## config.mk

```make
export PLATFORM = sky130hd
export DESIGN_NAME = dc_req_fifo
export DESIGN_NICKNAME = d
export VERILOG_FILES = /design/src/rtl/dc_req_fifo.sv
export SDC_FILE = /design/constraint.sdc
export NUM_CORES = 1
export LEC_CHECK = 0
export ABC_AREA = 0
export BUFFER_PORTS_ARGS = -buffer_cell sky130_fd_sc_hd__buf_2
export CAP_MARGIN = 20
export CORE_ASPECT_RATIO = 1.25
export CORE_MARGIN = 2
export CORE_UTILIZATION = 45
export CTS_BUF_LIST = sky130_fd_sc_hd__clkbuf_8
export DETAILED_ROUTE_END_ITERATION = 6
export PLACE_DENSITY = 0.66
export SYNTH_ARGS = -nofsm -noshare
export SYNTH_HDL_FRONTEND = slang
export SYNTH_SLANG_ARGS = --single-unit
```

## constraint.sdc

```tcl
create_clock -name clk -period 10.45 [get_ports clk]
set_input_delay 1.5675 -clock clk [delete_from_list [all_inputs] [get_ports clk]]
set_output_delay 1.5675 -clock clk [all_outputs]
set_load 0.02 [all_outputs]
```

## src/rtl/dc_req_fifo.sv

```systemverilog
`default_nettype none
// ============================================================================
//  Module      : dc_req_fifo
//  Description : Request queue between the DRAM-cache index extractor and the
//                tag-check stage. Buffers {rw, id, addr} entries and presents
//                them first-word-fall-through on a valid/ready port. Almost-full
//                is raised early enough to absorb the extractor's 2-cycle
//                decide-to-write pipeline.
//  Ports       : clk, rst            - clock, async active-high reset
//                fifo_write_en_i     - push strobe from index extractor
//                fifo_data_i         - {rw, id, addr} entry to push
//                fifo_afull_o        - almost-full to index extractor
//                req_valid_o         - head entry valid
//                req_data_o          - head entry, same packing as fifo_data_i
//                req_ready_i         - tag checker accepts head
//                count_o             - current occupancy 0..DEPTH
//                ovf_o               - sticky: a push was dropped
//                push_total_o        - accepted pushes (stats build only)
//                high_water_o        - max occupancy reached (stats build only)
//  Options     : define DC_REQ_FIFO_STATS_EN to build the statistics counters;
//                otherwise push_total_o and high_water_o are tied to zero.
//  Revision    : 1.0 - initial release
// ============================================================================
module dc_req_fifo #(
  parameter int ADDR_WIDTH   = 64,
  parameter int ID_WIDTH     = 16,
  parameter int DEPTH        = 16,
  parameter int AFULL_MARGIN = 2
) (
  input  logic                          clk,
  input  logic                          rst,
  input  logic                          fifo_write_en_i,
  input  logic [ADDR_WIDTH+ID_WIDTH:0]  fifo_data_i,
  output logic                          fifo_afull_o,
  output logic                          req_valid_o,
  output logic [ADDR_WIDTH+ID_WIDTH:0]  req_data_o,
  input  logic                          req_ready_i,
  output logic [$clog2(DEPTH):0]        count_o,
  output logic                          ovf_o,
  output logic [31:0]                   push_total_o,
  output logic [$clog2(DEPTH):0]        high_water_o
);

  localparam int ENTRY_W = ADDR_WIDTH + ID_WIDTH + 1;
  localparam int PTR_W   = $clog2(DEPTH);
  localparam int CNT_W   = PTR_W + 1;

  localparam logic [CNT_W-1:0] FULL_CNT  = CNT_W'(DEPTH);
  localparam logic [CNT_W-1:0] AFULL_CNT = CNT_W'(DEPTH - AFULL_MARGIN);

  // Storage is never reset; only pointers and count define the contents.
  logic [ENTRY_W-1:0] mem_q [DEPTH];

  logic [PTR_W-1:0] wr_ptr_q, wr_ptr_d;
  logic [PTR_W-1:0] rd_ptr_q, rd_ptr_d;
  logic [CNT_W-1:0] count_q,  count_d;
  logic             ovf_q,    ovf_d;

  logic w_pop;
  logic w_push;
  logic w_drop;

  always_comb begin
    w_pop    = (count_q != '0) && req_ready_i;
    // A pop in the same cycle frees the slot, so a full FIFO still accepts.
    w_push   = fifo_write_en_i && ((count_q != FULL_CNT) || w_pop);
    w_drop   = fifo_write_en_i && !w_push;

    // Pointers are log2(DEPTH) wide, so increment wraps DEPTH-1 -> 0.
    wr_ptr_d = w_push ? wr_ptr_q + PTR_W'(1) : wr_ptr_q;
    rd_ptr_d = w_pop  ? rd_ptr_q + PTR_W'(1) : rd_ptr_q;

    count_d  = count_q;
    case ({w_push, w_pop})
      2'b10:   count_d = count_q + CNT_W'(1);
      2'b01:   count_d = count_q - CNT_W'(1);
      default: count_d = count_q;
    endcase

    ovf_d    = ovf_q | w_drop;
  end

  always_ff @(posedge clk or posedge rst) begin
    if (rst) begin
      wr_ptr_q <= '0;
      rd_ptr_q <= '0;
      count_q  <= '0;
      ovf_q    <= 1'b0;
    end else begin
      wr_ptr_q <= wr_ptr_d;
      rd_ptr_q <= rd_ptr_d;
      count_q  <= count_d;
      ovf_q    <= ovf_d;
    end
  end

  always_ff @(posedge clk) begin
    if (w_push) begin
      mem_q[wr_ptr_q] <= fifo_data_i;
    end
  end

  assign req_valid_o  = (count_q != '0);
  assign req_data_o   = mem_q[rd_ptr_q];
  assign count_o      = count_q;
  assign ovf_o        = ovf_q;
  // Decoded from the registered count only: no input-to-afull path.
  assign fifo_afull_o = (count_q >= AFULL_CNT);

`ifdef DC_REQ_FIFO_STATS_EN
  logic [31:0]      push_total_q, push_total_d;
  logic [CNT_W-1:0] high_water_q, high_water_d;

  always_comb begin
    push_total_d = push_total_q;
    if (w_push && (push_total_q != 32'hFFFF_FFFF)) begin
      push_total_d = push_total_q + 32'd1;
    end
    high_water_d = (count_d > high_water_q) ? count_d : high_water_q;
  end

  always_ff @(posedge clk or posedge rst) begin
    if (rst) begin
      push_total_q <= '0;
      high_water_q <= '0;
    end else begin
      push_total_q <= push_total_d;
      high_water_q <= high_water_d;
    end
  end

  assign push_total_o = push_total_q;
  assign high_water_o = high_water_q;
`else
  assign push_total_o = '0;
  assign high_water_o = '0;
`endif

endmodule
`default_nettype wire

```

==> impl_results.md, run 1 <==
* Design area at 0.0564 sq mm
* Crit-path max cell delay at 1.16 ns
* Worst Skew at 0.0339 ns
* Routed vias at 25400
* Htree depth at 4
* Core area at 0.111 sq mm
* First-pass GRT wire length at 172 mm
* RSZ-0062 raised after global routing: false
* Final core area utilization at 50.7%
* Max_cap viols at 0
* Synthesized area at 0.0505 sq mm
* DRC at 0
* I/O Pins at 211
* Num rows at 137
* Worst R2R Path Depth at 7
* Initial antenna violation count at 25
* Warnings from Yosys at 0
* Post-Synth Adder-Cell Area at 0.263%
* Finished Layout Cells at 4408
* Total gr overflow at 0
* Crit path buf inv count at 3
* Fmax at 143 MHz
* Clock-pin slew on the worst setup and hold paths at 0.07 ns
* Number of flops mapped to enable cells by yosys at 1296
* CP Launch Type: register
* Complex-gate fraction of the synthesized area at 5.12%
* CP Max Fanout at 63
* Mux cell area share after synthesis at 13.9%
* Period utilisation layout at 67.0%
* Area after DPL at 0.0529 sq mm
* PwrDens at 274 mW/mm^2
* Final setup vio count at 0
* Final nets at 2885
* Vias in the first global route at 26200
* Placed instance count at 4063
* Tmin final at 7.01 ns
* Hold-fix buffer count after cts at 0
* Setup crit end kind: output pin
* Slew HR at 6.64%
* Main combinational cell family by area after synthesis: multiplexers
* Mean Syn Cell Area at 19.9 sq um
* Largest net degree at the start of global routing at 143
* DP Worst Slack at 4.32 ns
* Arrival time worst endpoint at 5.44 ns
* Top-area cell type share of the netlist area at 77.0%
* # clock sinks at 1310
* Critical path type: reg2out
* Clock Path Buffers at 3
* Fraction of registers with async set/reset at 1.07%
* CTS root buffer: clkbuf_8
* Outcome: finished, final reports clean
* Die area at 0.115 sq mm
* Final Max Tran Viols at 0
* XOR/XNOR share of the synthesized area at 0.173%
* Routability cong. at 0.729
* Initial DRC Count at 2055
* Cells along the critical path: buf_4 -> nand2b_4 -> buf_4 -> o21ai_0 -> a21oi_1 -> o21ai_0 -> nand2_1 -> buf_2
* Delay-heaviest family, CP: buffers and inverters
* Layout cell share with drive strength beyond 1 at 24.5%
* Post-CTS setup buffer count at 0
* Synth Register Bits at 1310
* IO Port Bufs at 173
* Slew @ Worst Pin at 1.40 ns
* Final hold violation count at 0
* Pleak at 0.0189 uW
* Post-CTS sizing at 0
* Post-Synth Simple-Gate Area at 1.06%
* CTS tree: done
* Initial Utilization at 45.3%
* Register area share after synthesis at 77.7%
* Die height at 379 um
* Final HPWL DP at 57.8 mm
* Dominant cell type by area after synthesis: edfxtp_1
* Number of antenna-violating nets in the routed design at 0
* Pre-antenna DRT Iters at 5
* Count leader, synth: edfxtp_1
* Post-synth top flop: edfxtp_1
* Worst Hold Class: reg2reg
* Setup ws final at 3.44 ns
* CP max stage cell: dfrtp_4
* CP required at 8.88 ns
* WL/cell at 26.9 um
* DRT Wirelength at 119 mm
* DR vias/cell at 5.76
* WP depth at 8
* Growth of design area from synthesis to finish at 11.7%
* Die width at 304 um
* CTS Buf Count at 184
* Synth area leaders: edfxtp_1 (77%), mux4_2 (7.2%), mux2i_1 (4.8%)
* Worst skew pair latency at 0.85 ns
* GRT Total Usage at 20.6%
* Max VDD drop at 0.000243 V
* Commonest cells in the netlist: edfxtp_1 (1296), mux2i_1 (244), o21ai_0 (166)
* Setup TNS Final at 0 ns
* Unique masters post-synth at 39
* WHS Path Cells at 1
* Mapped Cells at 2537
## worst paths after layout
kind                                               from                      end  slack, ns
max in group asynchronous                           rst  rd_ptr_q[0]$_DFFE_PP0P_       9.10
worst min register to register          ovf_o$_DFF_PP0_          ovf_o$_DFF_PP0_       0.48
worst max register to register   count_o[1]$_DFFE_PP0P_    mem_q[8][7]$_DFFE_PP_       6.66
min in group asynchronous                           rst  wr_ptr_q[2]$_DFFE_PP0P_       0.83
worst min-delay path                    ovf_o$_DFF_PP0_          ovf_o$_DFF_PP0_       0.48
worst max-delay path            rd_ptr_q[1]$_DFFE_PP0P_           req_data_o[64]       3.44
## stage by stage
stage | power, uW | hold slack (ns)
3_5_place_dp | 11700 | 0.461
6_report | 15500 | 0.480
5_1_grt | 16200 | 0.496
3_3_place_gp | 11600 | 0.460
4_1_cts | 15600 | 0.481
2_1_floorplan | 10000 | 0.500
## layout make-up
cell class	instances	area (sq um)
antenna	8	20.0
sequential	1310	39300
clock buffer	188	2590
clock inverter	149	988
inverter	9	33.8
multi-input combinational	1078	10600
timing repair buffer	207	1150
fill	8884	55000
tap	1459	1830
## power breakdown
| part | leakage [uW] | internal (uW) | switching (uW) |
|---|---|---|---|
| clock | 0.00202 | 2000 | 1880 |
| combinational | 0.00497 | 1830 | 3140 |
| sequential | 0.0119 | 6330 | 285 |
| total | 0.0189 | 10200 | 5300 |
## cells by family after synthesis
kind of cell	count (synthesis)
AOI/OAI and AO/OA	414
xor gates and xnor gates	10
adders and majority gates	10
buffers and inverters	185
DFF	1310
muxes	488
other	1
and+or+nand+nor	119
## registers in the layout, indices dropped and copies added (netlist names)
| name | cells |
|---|---|
| ovf_o | 1 |
| rd_ptr_q | 4 |
| count_o | 5 |
| mem_q | 1296 |
| wr_ptr_q | 4 |
## metal layers
metal  vias up  share of wire, %  global-route usage [%]
li1      10900                 -                       -
met1     13300                41                    26.7
met2       939                50                    34.8
met3       217               6.5                    4.45
met4        20               2.4                    6.69
met5         -              0.10                       0
## cells in the final DEF (no fill, tap or decap), types with 60 or more instances in the layout
master	n
edfxtp_1	1296
mux2i_1	244
clkbuf_8	188
buf_2	173
o21ai_0	166
mux4_2	162
nand2_1	86
a21oi_1	83
mux2_2	82
a221oi_1	81
a22oi_1	81
inv_1	60
No activity file was read; power rests on OpenSTA's default activity.
==> run 2, diff against run 1 <==
==> constraint.sdc (replaced) <==
create_clock -name clk -period 6.65 [get_ports clk]
set_input_delay 0.9975 -clock clk [delete_from_list [all_inputs] [get_ports clk]]
set_output_delay 0.9975 -clock clk [all_outputs]
set_load 0.02 [all_outputs]
==> run 2 against run 1 <==
Via count rose by 0.70%. Sequential share of layout area shrank 0.18 points. Power grew 57%. Combinational power grew 60%. Clock-buffer cell count increased by 5. Design area increased by 0.26%. Die area did not move. Cell count is 0.66% higher. Global-route usage decreased by 0.084 points. Sequential cell count did not move. Critical endpoint is now req_data_o[75]. Highest routed layer unchanged.
==> impl_results.md, run 2 (synthesis gave the netlist of run 1 again) <==
* Clock Path Buffers at 3
* RR Endpoint: count_o[4]$_DFFE_PP0P_
* CTS tree: done
* Final HPWL DP at 61.8 mm
* I/O Pins at 211
* Worst skew pair latency at 0.89 ns
* Largest net degree at the start of global routing at 83
* Routability cong. at 0.754
* Final Max Tran Viols at 0
* Post-CTS setup buffer count at 0
* CP Launch Type: register
* Total gr overflow at 0
* DP Worst Slack at 2.44 ns
* CP Max Fanout at 56
* Largest reg by FF count: mem_q
* CTS root buffer: clkbuf_8
* GRT Total Usage at 20.5%
* Hold-fix buffer count after cts at 0
* Setup TNS Final at 0 ns
* Register area at 0.0393 sq mm
* Period utilisation layout at 77.0%
* # clock sinks at 1310
* Layout cell share with drive strength beyond 1 at 24.7%
* Commonest non-fill, non-tap cell in the layout: edfxtp_1
* Initial antenna violation count at 24
* Switching pwr at 8440 uW
* Max VDD drop at 0.000315 V
* Tmin final at 5.12 ns
* PwrDens at 428 mW/mm^2
* Worst R2R Path Depth at 12
* Design area at 0.0566 sq mm
* Arrival time worst endpoint at 4.13 ns
* Clock-pin slew on the worst setup and hold paths at 0.06 ns
* Routed vias at 25600
* Core area at 0.111 sq mm
* Final hold violation count at 0
* Initial DRC Count at 2271
* Total of fill cells in the finished design at 8905
* Metal2 WL at 59.0 mm
* Initial Utilization at 45.3%
* IO Port Bufs at 173
* Final nets at 2911
* Slew @ Worst Pin at 1.15 ns
* CP max stage cell: dfrtp_4
* Top sig layer: met5
* Outcome: finished, final reports clean
* Vias in the first global route at 26600
* Clock power share at 24.4%
* WL/cell at 26.6 um
* Critical path type: reg2out
* DR vias/cell at 5.76
* Pre-antenna DRT Iters at 5
* Final setup vio count at 0
* Net Sw Frac at 34.9%
* Die height at 379 um
* Sequential Power Share at 42.8%
* Growth of design area from synthesis to finish at 12.0%
* Cells along the critical path: and2_4 -> buf_4 -> a221oi_1 -> o21ai_0 -> nand2_1 -> buf_2
* DRT Wirelength at 118 mm
* Fmax at 195 MHz
* Max_cap viols at 0
* Fin Hold WS at 0.271 ns
* CP required at 5.65 ns
* Area of the multi-input gates at 0.0106 sq mm
* Post-CTS sizing at 0
* Die width at 304 um
* First-pass GRT wire length at 172 mm
* Metal-1 WL at 48.1 mm
* R2R Setup Slk at 2.98 ns
* Met3 WL post-DR at 7.70 mm
* Pleak at 0.0189 uW
* Worst Hold Class: in2async
* DRC at 0
* Combinational share of power at 32.8%
* Htree depth at 4
* Number of antenna-violating nets in the routed design at 0
* Num rows at 137
* Internal Power at 15800 uW
* Area after DPL at 0.0531 sq mm
* Setup crit end kind: output pin
* Die area at 0.115 sq mm
* Crit-path max cell delay at 0.88 ns
* Worst Skew at 0.0351 ns
* Max FFs per register at 1296
* Setup ws final at 1.53 ns
* Reg2Reg Launch Point: count_o[0]$_DFFE_PP0P_
* RSZ-0062 raised after global routing: false
* CTS Buf Count at 192
* Slew HR at 23.2%
* Most frequent cells in the layout: edfxtp_1 (1296), mux2i_1 (244), clkbuf_8 (193), buf_2 (173), o21ai_0 (166)
-- run 2: cell types whose count changed in the layout (fill, tap and decap cells not counted) --
cell and change:
buf_12 +7, buf_4 +10, clkbuf_8 +5, inv_1 +1
bufinv_16 -9, clkinvlp_4 -1, clkinv_1 +15, clkinv_8 +2
inv_6 +2, diode_2 -1, clkinv_4 -1, clkinv_2 -6
buf_16 +1, inv_8 +4
-- run 2: routing by layer --
metal | track usage (%) | up-vias
li1 | - | 11000
met3 | 4.61 | 221
met4 | 6.90 | 16
met1 | 26.5 | 13400
met2 | 34.5 | 957
met5 | 0 | -
-- run 2: layout make-up --
class / count / area share, %
tap: 1459 / 3.23
clock inverter: 156 / 1.46
timing repair buffer: 225 / 2.45
sequential: 1310 / 69.4
multi-input combinational: 1078 / 18.7
antenna: 7 / 0.0310
clock buffer: 193 / 4.69
inverter: 9 / 0.0597
-- run 2: worst max-delay path by stage --
stage / from / end / slack (ns) / cells after the start
floorplan: req_ready_i / mem_q[10][0]$_DFFE_PP_ / 2.61 / 6
global placement: rd_ptr_q[1]$_DFFE_PP0P_ / req_data_o[33] / 2.49 / 7
detailed placement: rd_ptr_q[1]$_DFFE_PP0P_ / req_data_o[33] / 2.44 / 7
CTS: rd_ptr_q[1]$_DFFE_PP0P_ / req_data_o[33] / 1.45 / 7
global route: rd_ptr_q[1]$_DFFE_PP0P_ / req_data_o[33] / 1.33 / 7
finish: rd_ptr_q[1]$_DFFE_PP0P_ / req_data_o[75] / 1.53 / 6
-- run 2: power by group through the flow --
| stage | registers, uW | clock network [uW] | logic, uW |
|---|---|---|---|
| global placement | 10500 | 0 | 7830 |
| finish | 10400 | 5910 | 7930 |
| floorplan | 10300 | 0 | 5430 |
| CTS | 10400 | 6020 | 8030 |
| detailed placement | 10500 | 0 | 8000 |
| global route | 10400 | 6390 | 8490 |
-- run 2: critical path, delay by kind of cell, from the launching register on --
family,cells,cell delay [ns]
AOI/OAI and AO/OA,2,0.41
buffers and inverters,2,0.86
DFF,1,0.88
and+or+nand+nor,2,1.05
-- run 2: through the flow --
step	total power (uW)	util (%)	instances
detailed placement	18500	47.7	4081
CTS	24400	50.8	4430
global route	25300	50.8	4435
finish	24200	50.8	4437
global placement	18400	47.6	4080
floorplan	15700	-	2573
